### src/rtl/pipeline_hazard_ctrl.sv
// rtl/pipeline_hazard_ctrl.sv - five-stage pipeline latch enable/flush, data-wait and halt sequencer
//
// Ports:
//   CLK, nRST                  clock (rising edge), asynchronous active-low reset
//   ihit, dhit                 instruction fetch / data access complete this cycle
//   mem_ren, mem_wen, mem_halt MEM-stage load / store / HALT
//   branch_taken               MEM-stage branch or jump resolved taken
//   ex_memread, ex_dest        EX-stage load flag and destination register
//   id_rs, id_rt               ID-stage source registers
//   pc_en                      PC write enable
//   *_en, *_flush              per-latch enable and bubble-insert strobes
//   dmemREN, dmemWEN           data-memory requests, suppressed once halted
//   halt                       sticky halt flag
//   stall_cnt                  saturating count of stall/bubble cycles since reset
module pipeline_hazard_ctrl #(
    parameter int CNT_W = 16
) (
    input  logic             CLK,
    input  logic             nRST,
    input  logic             ihit,
    input  logic             dhit,
    input  logic             mem_ren,
    input  logic             mem_wen,
    input  logic             mem_halt,
    input  logic             branch_taken,
    input  logic             ex_memread,
    input  logic [4:0]       ex_dest,
    input  logic [4:0]       id_rs,
    input  logic [4:0]       id_rt,
    output logic             pc_en,
    output logic             ifid_en,
    output logic             idex_en,
    output logic             exmem_en,
    output logic             memwb_en,
    output logic             ifid_flush,
    output logic             idex_flush,
    output logic             exmem_flush,
    output logic             memwb_flush,
    output logic             dmemREN,
    output logic             dmemWEN,
    output logic             halt,
    output logic [CNT_W-1:0] stall_cnt
);

    typedef enum logic [1:0] {
        RUN   = 2'd0,
        DWAIT = 2'd1,
        HALT  = 2'd2
    } state_t;

    state_t state, state_next;

    logic memop;
    logic dstall;
    logic lu;
    logic stall_event;

    assign memop  = mem_ren | mem_wen;
    assign dstall = memop & ~dhit;
    assign lu     = ex_memread & (ex_dest != 5'd0) &
                    ((ex_dest == id_rs) | (ex_dest == id_rt));

    always_comb begin
        state_next  = state;
        pc_en       = 1'b0;
        ifid_en     = 1'b0;
        idex_en     = 1'b0;
        exmem_en    = 1'b0;
        memwb_en    = 1'b0;
        ifid_flush  = 1'b0;
        idex_flush  = 1'b0;
        exmem_flush = 1'b0;
        memwb_flush = 1'b0;
        dmemREN     = 1'b0;
        dmemWEN     = 1'b0;
        stall_event = 1'b0;

        if (state == HALT) begin
            state_next = HALT;
        end else begin
            dmemREN = mem_ren;
            dmemWEN = mem_wen;

            // A flushed latch must also be enabled so the bubble is captured.
            if (dstall) begin
                // Freeze everything; push a bubble into WB so the MEM
                // instruction is not written back again next cycle.
                memwb_en    = 1'b1;
                memwb_flush = 1'b1;
                stall_event = 1'b1;
            end else if (branch_taken) begin
                pc_en       = 1'b1;
                ifid_en     = 1'b1;
                idex_en     = 1'b1;
                exmem_en    = 1'b1;
                memwb_en    = 1'b1;
                ifid_flush  = 1'b1;
                idex_flush  = 1'b1;
                exmem_flush = 1'b1;
            end else if (lu) begin
                // Hold PC and IF/ID, bubble into EX for one cycle.
                idex_en     = 1'b1;
                idex_flush  = 1'b1;
                exmem_en    = 1'b1;
                memwb_en    = 1'b1;
                stall_event = 1'b1;
            end else if (!ihit) begin
                ifid_en     = 1'b1;
                ifid_flush  = 1'b1;
                idex_en     = 1'b1;
                exmem_en    = 1'b1;
                memwb_en    = 1'b1;
                stall_event = 1'b1;
            end else begin
                pc_en    = 1'b1;
                ifid_en  = 1'b1;
                idex_en  = 1'b1;
                exmem_en = 1'b1;
                memwb_en = 1'b1;
            end

            // HALT is not a memory op, so it is only taken on an advancing cycle.
            if (dstall) begin
                state_next = DWAIT;
            end else if (mem_halt) begin
                state_next = HALT;
            end else begin
                state_next = RUN;
            end
        end
    end

    always_ff @(posedge CLK or negedge nRST) begin
        if (!nRST) begin
            state     <= RUN;
            halt      <= 1'b0;
            stall_cnt <= '0;
        end else begin
            state <= state_next;
            if (state_next == HALT) begin
                halt <= 1'b1;
            end
            if (stall_event && (stall_cnt != {CNT_W{1'b1}})) begin
                stall_cnt <= stall_cnt + CNT_W'(1);
            end
        end
    end

endmodule

### config.mk
export PLATFORM = sky130hd
export DESIGN_NAME = pipeline_hazard_ctrl
export DESIGN_NICKNAME = d
export VERILOG_FILES = /design/src/rtl/pipeline_hazard_ctrl.sv
export SDC_FILE = /design/constraint.sdc
export NUM_CORES = 1
export LEC_CHECK = 0
export ABC_AREA = 1
export CORE_MARGIN = 2
export CORE_UTILIZATION = 40
export DETAILED_ROUTE_END_ITERATION = 10
export GPL_TIMING_DRIVEN = 1
export PLACE_DENSITY_LB_ADDON = 0.3
export SYNTH_ARGS = -nofsm -noshare
export SYNTH_HDL_FRONTEND = slang
export SYNTH_SLANG_ARGS = --single-unit
export TNS_END_PERCENT = 5
### constraint.sdc
create_clock -name CLK -period 2.7 [get_ports CLK]
set_clock_uncertainty 0.1 [all_clocks]
set_input_delay 0.81 -clock CLK [delete_from_list [all_inputs] [get_ports CLK]]
set_output_delay 0.81 -clock CLK [all_outputs]
set_load 0.03 [all_outputs]
* Word level (Yosys, flattened, before mapping) *
Index checks and enable logic that the tools add are counted.

operators by class
  add/sub/neg operators = 1
  multiply operators = 0
  div/mod/pow operators = 0
  magnitude comparators = 0
  eq/ne operators = 5
  shift-type cells = 0
  muxes and demuxes = 35
  bitwise logic cells = 6
  reduce and logical (&&, ||, !) cells = 2

operators by type and width
  kind                                            count
  2-to-1 mux 1 bit                                32
  adder 16 x 1 -> 16 bit (second input constant)  1
  != test 16 bit (second input constant)          1
  == test 5 bit                                   2
  2-to-1 mux 2 bit                                3
  nonzero test 5 bit                              1
  == test 2 bit (second input constant)           2
  bitwise AND 1 bit                               3
  OR 1 bit                                        2
  logical AND 1 bit                               1
  inverter 1 bit                                  1

storage, ports and cells
  register bits = 19
  bits in latches = 0
  bits in writable memories = 0
  memory bits (read-only) = 0
  input bits = 24
  output and inout bits = 28
  logic and storage cells = 52
  memories kept = 0

* Depth between registers and ports, before layout *
  word-level depth = 8
  mapped depth = 12
  mapped depth without buffers = 11

* Worst setup path after synthesis *
OpenSTA, ideal clock, no wires.

  kind = input to output
  start point = input port mem_ren
  end point = output port ifid_flush
  arrival time = 2.540 ns
  required time = 1.790 ns
  path slack = -0.750 ns
  stages = 6
  cell sequence = inv_1 > a21oi_1 > nor2_1 > inv_1 > a31oi_1 > o21a_1

on the way
  word-level cells in the longest chain between the ends = 4

RTL lines
  element            line  RTL
  from (decl)        22    input logic mem_ren,
  OR 1 bit           58    assign memop = mem_ren | mem_wen;
  bitwise AND 1 bit  59    assign dstall = memop & ~dhit;
  2-to-1 mux 1 bit   85    if (dstall) begin
  2-to-1 mux 1 bit   78    if (state == HALT) begin
  to (decl)          35    output logic ifid_flush,

No other way between the ends.

* Worst setup path after layout *
  start point = input port ex_dest[0]
  end point = output port idex_flush

on the way
  word-level cells in the longest chain between the ends = 7

RTL lines
  element                                                     line    RTL
  from (decl)                                                 27      input logic [4:0] ex_dest,
  == test 5 bit / nonzero test 5 bit (equally long branches)  61, 60
  OR 1 bit / bitwise AND 1 bit (equally long branches)        61, 60
  bitwise AND 1 bit *                                         60      assign lu = ex_memread & (ex_dest != 5'd0) &
  2-to-1 mux 1 bit *                                          100     end else if (lu) begin
  2-to-1 mux 1 bit *                                          91      end else if (branch_taken) begin
  2-to-1 mux 1 bit *                                          85
  2-to-1 mux 1 bit *                                          78
  to (decl)                                                   36      output logic idex_flush,

Mark *: on every way between the ends. The rest lies on a longest branch, timed or not.

==> metrics.txt <==
# TYPE chip_impl_metric gauge
chip_impl_metric{name="detail_route.iter0.violations",unit=""} 62
chip_impl_metric{name="rrSetupSlack",unit="ns"} 0.82
chip_impl_info{name="critical_path.reg2reg.endpoint",value="stall_cnt[7]$_DFFE_PN0P_"} 1
chip_impl_metric{name="grt_start_max_net_pins",unit=""} 20
chip_impl_metric{name="fin_crit_sh",unit="%"} 101
chip_impl_metric{name="num_io_pins",unit=""} 52
chip_impl_metric{name="share_clk_of_total_power",unit="%"} 13.5
chip_impl_info{name="worst_hold_path.endpoint",value="halt$_DFFE_PN0N_"} 1
chip_impl_metric{name="detailedPlace.worstSlack",unit="ns"} -0.477
chip_impl_metric{name="report.power.total",unit="mW"} 1.08
chip_impl_info{name="end_kind",value="output port"} 1
chip_impl_metric{name="setup_slack",unit="ns"} -0.0141
chip_impl_metric{name="irDropWorstVdd",unit="mV"} 0.220
chip_impl_info{name="regToRegStartpoint",value="stall_cnt[0]$_DFFE_PN0P_"} 1
chip_impl_metric{name="p_sw_share",unit="%"} 44.0
chip_impl_info{name="cts_tree",value="built"} 1
chip_impl_metric{name="timing.final.hold_violations",unit=""} 0
chip_impl_metric{name="max-clock-path-buffers",unit=""} 2
chip_impl_metric{name="via_count_of_the_first_global_routing_pass",unit=""} 1477
chip_impl_metric{name="finalWorstPathRequiredPeriod",unit="ns"} 2.71
chip_impl_metric{name="post_cts_hold_buffer_count",unit=""} 0
chip_impl_metric{name="antenna_found_initial",unit=""} 0
chip_impl_info{name="run_status",value="finished, violations left"} 1
chip_impl_metric{name="report.final.slew_viol_count",unit=""} 0
chip_impl_metric{name="share_of_layout_cells_above_drive_strength_1",unit="%"} 30.6
chip_impl_metric{name="postRouteWirelength",unit="mm"} 3.66
chip_impl_metric{name="floorplan.die.width",unit="µm"} 63.4
chip_impl_metric{name="power_density",unit="nW/µm²"} 505
chip_impl_metric{name="multi_input_comb_area",unit="µm²"} 895
chip_impl_metric{name="ff_latch_area",unit="µm²"} 475
chip_impl_metric{name="worstPathArrival",unit="ns"} 1.80
chip_impl_metric{name="fmaxAchievable",unit="MHz"} 368
chip_impl_metric{name="postSynthNetCount",unit=""} 231
chip_impl_metric{name="clk_transition_reported_paths",unit="ns"} 0.10
chip_impl_metric{name="p_seq_share",unit="%"} 34.1
chip_impl_metric{name="synth_register_bits",unit=""} 19
chip_impl_metric{name="p_switching",unit="mW"} 0.474
chip_impl_metric{name="dieHeight",unit="µm"} 63.4
chip_impl_metric{name="numClockSinks",unit=""} 19
chip_impl_metric{name="cell_internal_pwr",unit="mW"} 0.602
chip_impl_info{name="final_cell_mix",value="sky130_fd_sc_hd__nand2_1 (67), sky130_fd_sc_hd__clkdlybuf4s50_1 (20), sky130_fd_sc_hd__nand4_1 (19), sky130_fd_sc_hd__dfrtp_1 (19), sky130_fd_sc_hd__buf_4 (19)"} 1
chip_impl_metric{name="drc_errors",unit=""} 0
chip_impl_metric{name="worst_path_largest_cell_delay",unit="ns"} 0.18
chip_impl_metric{name="cp.required",unit="ns"} 1.79
chip_impl_metric{name="port_buffer_count",unit=""} 51
chip_impl_metric{name="routedWlPerCell",unit="µm"} 11.7
chip_impl_metric{name="finish.net_count",unit=""} 294
chip_impl_info{name="slowest_cell_on_the_critical_path",value="sky130_fd_sc_hd__a21oi_2"} 1
chip_impl_metric{name="fillCellCount",unit=""} 326
chip_impl_info{name="hp-class",value="reg -> reg"} 1
chip_impl_metric{name="drv.max_cap_violation_count",unit=""} 0
chip_impl_metric{name="yosys_warnings",unit=""} 0
chip_impl_metric{name="static-leakage-power",unit="nW"} 1.06
chip_impl_metric{name="tritoncts.num_buffers",unit=""} 3
chip_impl_metric{name="number_of_diodes",unit=""} 0
chip_impl_metric{name="syn_avg_cell_area",unit="µm²"} 6.86
chip_impl_metric{name="layout-area-overhead-vs-synth",unit="%"} 50.8
chip_impl_info{name="layout.cells.most_common",value="sky130_fd_sc_hd__nand2_1"} 1
chip_impl_metric{name="synth_area",unit="µm²"} 1410
chip_impl_metric{name="core_area",unit="µm²"} 3360
chip_impl_metric{name="cts_max_level",unit=""} 1
chip_impl_metric{name="setup_violations",unit=""} 1
chip_impl_metric{name="final.hold.worst_slack",unit="ns"} 0.398
chip_impl_metric{name="timing.reg2reg.worst_path_depth",unit=""} 9
chip_impl_metric{name="place_congestion",unit=""} 0.811
chip_impl_metric{name="initial_util",unit="%"} 42.0
chip_impl_info{name="timing.critical_path.cells",value="buf_6, nor2_1, nor2_1, nor2_2, nand3_2, nand2_4, nand2_2, a21oi_2, buf_6"} 1
chip_impl_metric{name="worst_skew_pair.late_latency",unit="ns"} 0.30
chip_impl_metric{name="num_rows",unit=""} 21
chip_impl_metric{name="grt_pass1_wl",unit="mm"} 6.24
chip_impl_metric{name="antenna_violating_nets_post_route",unit=""} 0
chip_impl_info{name="timing.setup.critical_path_class",value="in -> out"} 1
chip_impl_info{name="cts_root_buf",value="sky130_fd_sc_hd__clkbuf_4"} 1
chip_impl_info{name="timing.critical_path.from_type",value="primary input"} 1
chip_impl_metric{name="detail_route.first_pass.iterations",unit=""} 4
chip_impl_metric{name="relSlewSlack",unit="%"} 70.9
chip_impl_metric{name="num_vias",unit=""} 1509
chip_impl_metric{name="grt-ovfl-total",unit=""} 0
chip_impl_metric{name="floorplan.die_area",unit="µm²"} 4020
chip_impl_metric{name="combinational_share_of_power",unit="%"} 52.4
chip_impl_metric{name="vias_per_cell",unit=""} 4.81
chip_impl_metric{name="postSynthCellCount",unit=""} 206
chip_impl_metric{name="synth_cell_type_count",unit=""} 28
chip_impl_metric{name="worstMarginPinSlew",unit="ns"} 0.433
chip_impl_metric{name="utilization",unit="%"} 63.4
chip_impl_metric{name="worst_hold_path_depth",unit=""} 1
chip_impl_metric{name="crit_fanout",unit=""} 4
chip_impl_info{name="rsz0062_at_grt",value="yes"} 1
chip_impl_metric{name="post-dp-hpwl",unit="mm"} 2.69
chip_impl_metric{name="synth_seq_area_share",unit="%"} 33.7
chip_impl_metric{name="grt_util_all_layers",unit="%"} 19.0
chip_impl_info{name="min_from",value="halt$_DFFE_PN0N_"} 1
chip_impl_info{name="violations",value="setup timing"} 1
==> synth_stat cells <==
master | count | area, µm²
sky130_fd_sc_hd__nand2_1 | 71 | 267
sky130_fd_sc_hd__inv_1 | 24 | 90.1
sky130_fd_sc_hd__nor2_1 | 20 | 75.1
sky130_fd_sc_hd__dfrtp_1 | 19 | 475
sky130_fd_sc_hd__nand4_1 | 19 | 119
sky130_fd_sc_hd__xnor2_1 | 9 | 78.8
sky130_fd_sc_hd__nand3_1 | 8 | 40.0
sky130_fd_sc_hd__xor2_1 | 5 | 43.8
sky130_fd_sc_hd__a21oi_1 | 4 | 20.0
sky130_fd_sc_hd__inv_2 | 4 | 15.0
sky130_fd_sc_hd__buf_4 | 3 | 22.5
sky130_fd_sc_hd__nand3_2 | 2 | 20.0
sky130_fd_sc_hd__nor2_2 | 2 | 12.5
sky130_fd_sc_hd__nor3_1 | 2 | 10.0
sky130_fd_sc_hd__a31oi_1 | 1 | 6.26
sky130_fd_sc_hd__buf_2 | 1 | 5.00
sky130_fd_sc_hd__buf_6 | 1 | 11.3
sky130_fd_sc_hd__clkbuf_1 | 1 | 3.75
sky130_fd_sc_hd__ha_1 | 1 | 12.5
sky130_fd_sc_hd__nand2_4 | 1 | 11.3
sky130_fd_sc_hd__nand3_4 | 1 | 17.5
sky130_fd_sc_hd__nand3b_1 | 1 | 7.51
sky130_fd_sc_hd__nand3b_2 | 1 | 11.3
sky130_fd_sc_hd__nor2_4 | 1 | 11.3
sky130_fd_sc_hd__nor3b_1 | 1 | 7.51
sky130_fd_sc_hd__o21a_1 | 1 | 7.51
sky130_fd_sc_hd__o21ai_0 | 1 | 5.00
sky130_fd_sc_hd__or2_2 | 1 | 6.26
==> layer usage <==
metal	wire length [µm]	GRT usage, %	up-vias
met5	0	0	-
met4	93	5.43	0
met3	113	3.57	10
met2	1930	36.6	36
met1	1520	20.8	681
li1	-	-	782
==> worst max-delay path: cells and delay by family <==
family	cells	cell delay [ns]
compound gates	1	0.18
buf+inv	2	0.25
simple gates	6	0.56
==> power by group through the flow <==
stage	Sequential, mW	Combinational, mW	Clock, mW
after CTS	0.368	0.545	0.149
after global placement	0.369	0.526	0
after detailed placement	0.372	0.536	0
after global routing	0.375	0.603	0.166
after floorplan	0.419	0.277	0
final	0.368	0.564	0.145
==> worst max-delay path by stage <==
| stage | depth (start not counted) | end | slack, ns | start |
|---|---|---|---|---|
| floorplan | 6 | ifid_flush | -0.01 | mem_ren |
| global placement | 8 | ifid_flush | -0.49 | ex_dest[1] |
| detailed placement | 11 | pc_en | -0.48 | ex_dest[3] |
| CTS | 10 | ifid_flush | -0.02 | id_rs[4] |
| global route | 9 | idex_flush | -0.08 | ex_dest[0] |
| finish | 9 | idex_flush | -0.01 | ex_dest[0] |
==> cell families after synthesis <==
kind of cell             count (synthesis)  share of synthesized area (%)
AO/OA/AOI/OAI                            7                           2.75
XOR/XNOR                                14                           8.68
adder cells (fa/ha/maj)                  1                          0.886
buffers and inverters                   34                           10.5
flip-flops                              19                           33.7
AND/OR/NAND/NOR                        131                           43.6
==> layout make-up <==
class | count | share of cell area, %
tap | 46 | 2.70
multi-input combinational | 153 | 42.0
sequential | 19 | 22.3
clock buffer | 4 | 1.23
inverter | 28 | 5.17
timing repair buffer | 64 | 26.6
==> registers in the layout, indices dropped and copies added, names as in the netlist <==
name / count
state: 2
stall_cnt: 16
halt: 1
==> stage by stage <==
stage | cell area (µm²) | setup TNS, ns | std cells
after floorplan | 1450 | -0.0146 | 206
after global placement | 2030 | -4.37 | 307
after detailed placement | 2030 | -5.00 | 307
after CTS | 2050 | -0.0175 | 313
after global routing | 2130 | -0.188 | 314
final | 2130 | -0.0141 | 314
==> what timing repair did <==
item	in CTS	in global routing
gates resized for setup	80	29
buffers inserted	2	1
endpoints found under the setup margin	9	5
pin swaps	21	18
Power figures use the tool's default switching activity.
